`src/rtl/add4.sv`:
```
// Registered 4-bit ripple-carry adder with carry-in/carry-out.
// Define ADD4_OVF_EN to add the registered signed-overflow output 'ovf'.
module add4 (
    input  logic       clk,
    input  logic       rst_n,
    input  logic [3:0] a,
    input  logic [3:0] b,
    input  logic       cin,
    output logic [3:0] out,
    output logic       cout
`ifdef ADD4_OVF_EN
    ,
    output logic       ovf
`endif
);

    logic [4:0] c;
    logic [3:0] s;

    assign c[0] = cin;

    // Explicit full-adder chain so the carry ripple is visible to timing analysis.
    for (genvar i = 0; i < 4; i++) begin : g_fa
        assign s[i]   = a[i] ^ b[i] ^ c[i];
        assign c[i+1] = (a[i] & b[i]) | (a[i] & c[i]) | (b[i] & c[i]);
    end

    always_ff @(posedge clk or negedge rst_n) begin
        if (!rst_n) begin
            out  <= 4'h0;
            cout <= 1'b0;
        end else begin
            out  <= s;
            cout <= c[4];
        end
    end

`ifdef ADD4_OVF_EN
    // Carry into the sign bit differing from carry out of it marks signed overflow.
    always_ff @(posedge clk or negedge rst_n) begin
        if (!rst_n) begin
            ovf <= 1'b0;
        end else begin
            ovf <= c[3] ^ c[4];
        end
    end
`endif

endmodule

```
`config.mk`:
```
export PLATFORM = sky130hd
export DESIGN_NAME = add4
export DESIGN_NICKNAME = d
export VERILOG_FILES = /design/src/rtl/add4.sv
export SDC_FILE = /design/constraint.sdc
export NUM_CORES = 1
export LEC_CHECK = 0
export ABC_AREA = 1
export CAP_MARGIN = 10
export CORE_AREA = 2 2 39 41
export CTS_CLUSTER_SIZE = 10
export DETAILED_ROUTE_END_ITERATION = 7
export DIE_AREA = 0 0 41 43
export DONT_BUFFER_PORTS = 1
export MAX_ROUTING_LAYER = met4
export PLACE_DENSITY_LB_ADDON = 0.2
export SETUP_SLACK_MARGIN = 0.1
export SLEW_MARGIN = 20
export SYNTH_ARGS = -nofsm -noshare
export SYNTH_HDL_FRONTEND = slang
export SYNTH_SLANG_ARGS = --single-unit
```
`constraint.sdc`:
```
create_clock -name clk -period 0.8 [get_ports clk]
set_input_delay 0.04 -clock clk [delete_from_list [all_inputs] [get_ports clk]]
set_output_delay 0.04 -clock clk [all_outputs]
set_load 0.05 [all_outputs]
```
=== Word-level counts from Yosys, hierarchy flattened ===
Cells that the tools add are included.

* Flip-flop bits (word level): 5
* Input bits: 11
* Output and inout bits: 5
* Logic and storage cells: 30

* Bitwise operators: 28

{| class="wikitable"
|+ Operator list
! operator !! number
|-
| 1-bit bitwise AND || 12
|-
| 1-bit bitwise OR || 8
|-
| 1-bit XOR || 8
|}

=== Depth between registers and ports, before layout ===
* Word-level depth: 12
* Gate-level depth with buffers: 8
* Gate-level depth less buffers: 8

=== Worst setup path after synthesis ===
No wires, ideal clock.

* Kind: in2reg
* From: in a[0]
* To: reg out[3]
* Setup time: 0.064 ns
* Arrival: 1.533 ns
* Slack: -0.797 ns
* Stages: 8
* Path through: inv_1 > fa_1 > inv_1 > fa_1 > fa_1 > inv_1 > fa_1 > inv_1

* Word-level cells in the longest chain between the ends: 10
* Elaborated cells between the ends (all ways): 13

{| class="wikitable"
|+ Ends and longest elaborated chain
! item !! RTL line !! text
|-
| start, declared || 6 || <nowiki>input logic [3:0] a,</nowiki>
|-
| 1-bit bitwise AND || 25 || <nowiki>assign c[i+1] = (a[i] & b[i]) | (a[i] & c[i]) | (b[i] & c[i]);</nowiki>
|-
| 1-bit bitwise OR (*) (2 in a row) || 25 ||
|-
| 1-bit bitwise AND || 25 ||
|-
| 1-bit bitwise OR || 25 ||
|-
| 1-bit bitwise OR (*) || 25 ||
|-
| 1-bit bitwise AND || 25 ||
|-
| 1-bit bitwise OR || 25 ||
|-
| 1-bit bitwise OR (*) || 25 ||
|-
| 1-bit XOR (*) || 24 || <nowiki>assign s[i] = a[i] ^ b[i] ^ c[i];</nowiki>
|-
| net s[3] || 18 || <nowiki>logic [3:0] s;</nowiki>
|-
| end signal, assigned || 33 || <nowiki>out <= s;</nowiki>
|-
| end, declared || 9 || <nowiki>output logic [3:0] out,</nowiki>
|}

Mark *: on every way through the listed nets, which the timed path passes. The rest lies on a longest branch.

=== Final worst setup path ===
Ends and elaborated chain as after synthesis.

==> out/metrics.cfg <==
[setup_path]
endpoint_kind = flip-flop
worstPathRequired_ps = 940
max_stage_delay_ps = 520
path_class = input port to flip-flop
crit_slowest_cell = fa_2
critPathMaxFanout = 1
cp_cell_sequence = clkinv_16, fa_2, inv_2, fa_2, fa_2, inv_2, fa_2, inv_2
critical_path_depth = 8
cpMostUsedCell = fa_2
crit_path_start = a[0]
startpoint_type = input port
cp_data_arrival_time_ps = 1440
path_delay_family = adder cells
endpoint = out[3]$_DFF_PN0_
cp_num_buf_inv = 4

[clock_network]
htree_levels = 1
clk_pin_slew_ps = 40
cts_root_buf = clkbuf_4
clock_sinks = 5
cts_tree = built
cts_buffers = 3
cts-root-to-sink-buffers = 2

[floorplanning]
rows = 14
io_pins = 16
core_um2 = 1380
initial_utilization_pct = 17.5
die_h_um = 43
fp.dieArea_um2 = 1760
fp.dieW_um = 41

[power]
finalPower_mw = 0.930
leakagePower_nw = 0.187
vdd.ir_drop.worst_mv = 0.479
power_density_nw_per_um2 = 2330

[finish]
fillCellCount = 153
nets = 45
multiInputGateArea_um2 = 90.1
finalNonFillerCells = 45
fin_util_pct = 28.8
syn_to_final_growth_pct = 64.4
seqCellArea_um2 = 125
layout-drive-gt1-share_pct = 65.5
diodes = 0

[yosys]
syn_avg_cell_area_um2 = 12.8
syn_nets = 34
netlist_instances = 19
synth_seq_area_share_pct = 51.5
synth_top_area_share_pct = 51.5
ys_types = 3
synth-seq-cells = 5
ys_warn_count = 0
synth_top_cell_by_area = dfrtp_1
netlist_top_cells_area = dfrtp_1, fa_1, inv_1
syn_area_um2 = 243

[timing]
final.min_clock_period_ps = 1310
finalMaxSlewViolations = 0
setup_ws_ps = -507
finalSetupTns_ps = -985
fmax_mhz = 765
relSlewSlack_pct = 84.1
grt_setup_unrepaired = true
finalHoldViolCount = 0
fin_crit_sh_pct = 163
setup_viol = 5
worstMarginPinSlew_ps = 237

[grt]
overflow = 0
antenna_found_initial = 0
grt_first_pass_wirelength_um = 627
grtUsageTotal_pct = 5.91
grt_max_degree = 6
first_global_vias = 171

[routing]
drc_errors = 0
wire_per_inst_um = 8.80
vias = 150
vias_per_cell = 3.33
ant_nets = 0
wirelength_um = 396
drtIter0Drc = 4
first_pass_iters = 2

[placed_design]
place_congestion = 0.555
dpl.hpwl_um = 359
pre_cts_ws_ps = -763
place_inst = 40
io_buffers = 0

[run]
max_cap_viol_count = 0

[run_status]
failed_checks = negative setup slack
status = finished, violations left

[worst_hold_path]
hold_path.class = input port to flip-flop

-- how the worst min path moves through the flow --
stage,depth (start not counted),start,end,slack (ps)
after floorplan,0,rst_n,cout$_DFF_PN0_,-260
after global placement,0,rst_n,out[2]$_DFF_PN0_,-260
after detailed placement,0,rst_n,out[0]$_DFF_PN0_,-260
after CTS,1,b[1],out[1]$_DFF_PN0_,2
after global routing,1,b[1],out[1]$_DFF_PN0_,-1
final,1,b[1],out[1]$_DFF_PN0_,5
-- metrics by stage --
stage / hold slack [ps] / area (µm²)
2_1_floorplan: -256 / 270
3_3_place_gp: -255 / 328
3_5_place_dp: -255 / 328
4_1_cts: 1.58 / 385
5_1_grt: -1.22 / 399
6_report: 5.07 / 399
-- cell usage after synthesis --
cell type  number
inv_1          10
dfrtp_1         5
fa_1            4
-- cell families (layout without fill, tap and decap cells) --
group	Yosys count	count (layout)	share of synthesized area (%)
buf+inv	10	20	15.5
flops	5	5	51.5
fa+ha+maj	4	4	33.0
-- per-layer routing --
metal / routed length (µm) / vias to the layer above / share of wire (%) / track usage, %
met4: 14 / 0 / 3.5 / 6.00
li1: - / 65 / - / -
met3: 64 / 2 / 16 / 3.66
met2: 174 / 14 / 44 / 6.88
met1: 142 / 69 / 36 / 6.27
met5: 0 / - / 0 / -
-- power by group --
group / total, mW / leakage, nW / switching [mW] / internal (mW)
combinational: 0.327 / 0.114 / 0.206 / 0.121
clock: 0.289 / 0.0150 / 0.101 / 0.188
sequential: 0.314 / 0.0583 / 0.0184 / 0.295
-- area by class of cell --
| cell class | instances | area share, % |
|---|---|---|
| flip-flops and latches | 5 | 31.3 |
| multi-input cells | 4 | 22.6 |
| inverters | 10 | 17.9 |
| repair buffers | 6 | 16.6 |
| clock buffers | 4 | 6.58 |
| well taps | 16 | 5.02 |
-- state kept, by name, indices dropped and copies added (netlist names) --
name and cells:
out 4, cout 1
-- placed cells by master, fill, tap and decap left out --
cell type      n
dlygate4sd3_1  1
dfrtp_1        5
inv_2          4
inv_6          1
clkbuf_1       1
buf_6          5
inv_1          3
clkbuf_4       3
fa_2           4
clkinv_16      1
inv_4          1
-- timing repair --
action                                 CTS  global route
setup endpoints to repair                9             9
hold buffers                             1             0
resized for setup                        6             4
buffers inserted                         0             0
endpoints found under the hold margin    5             0
No activity file was read; power rests on OpenSTA's default activity.
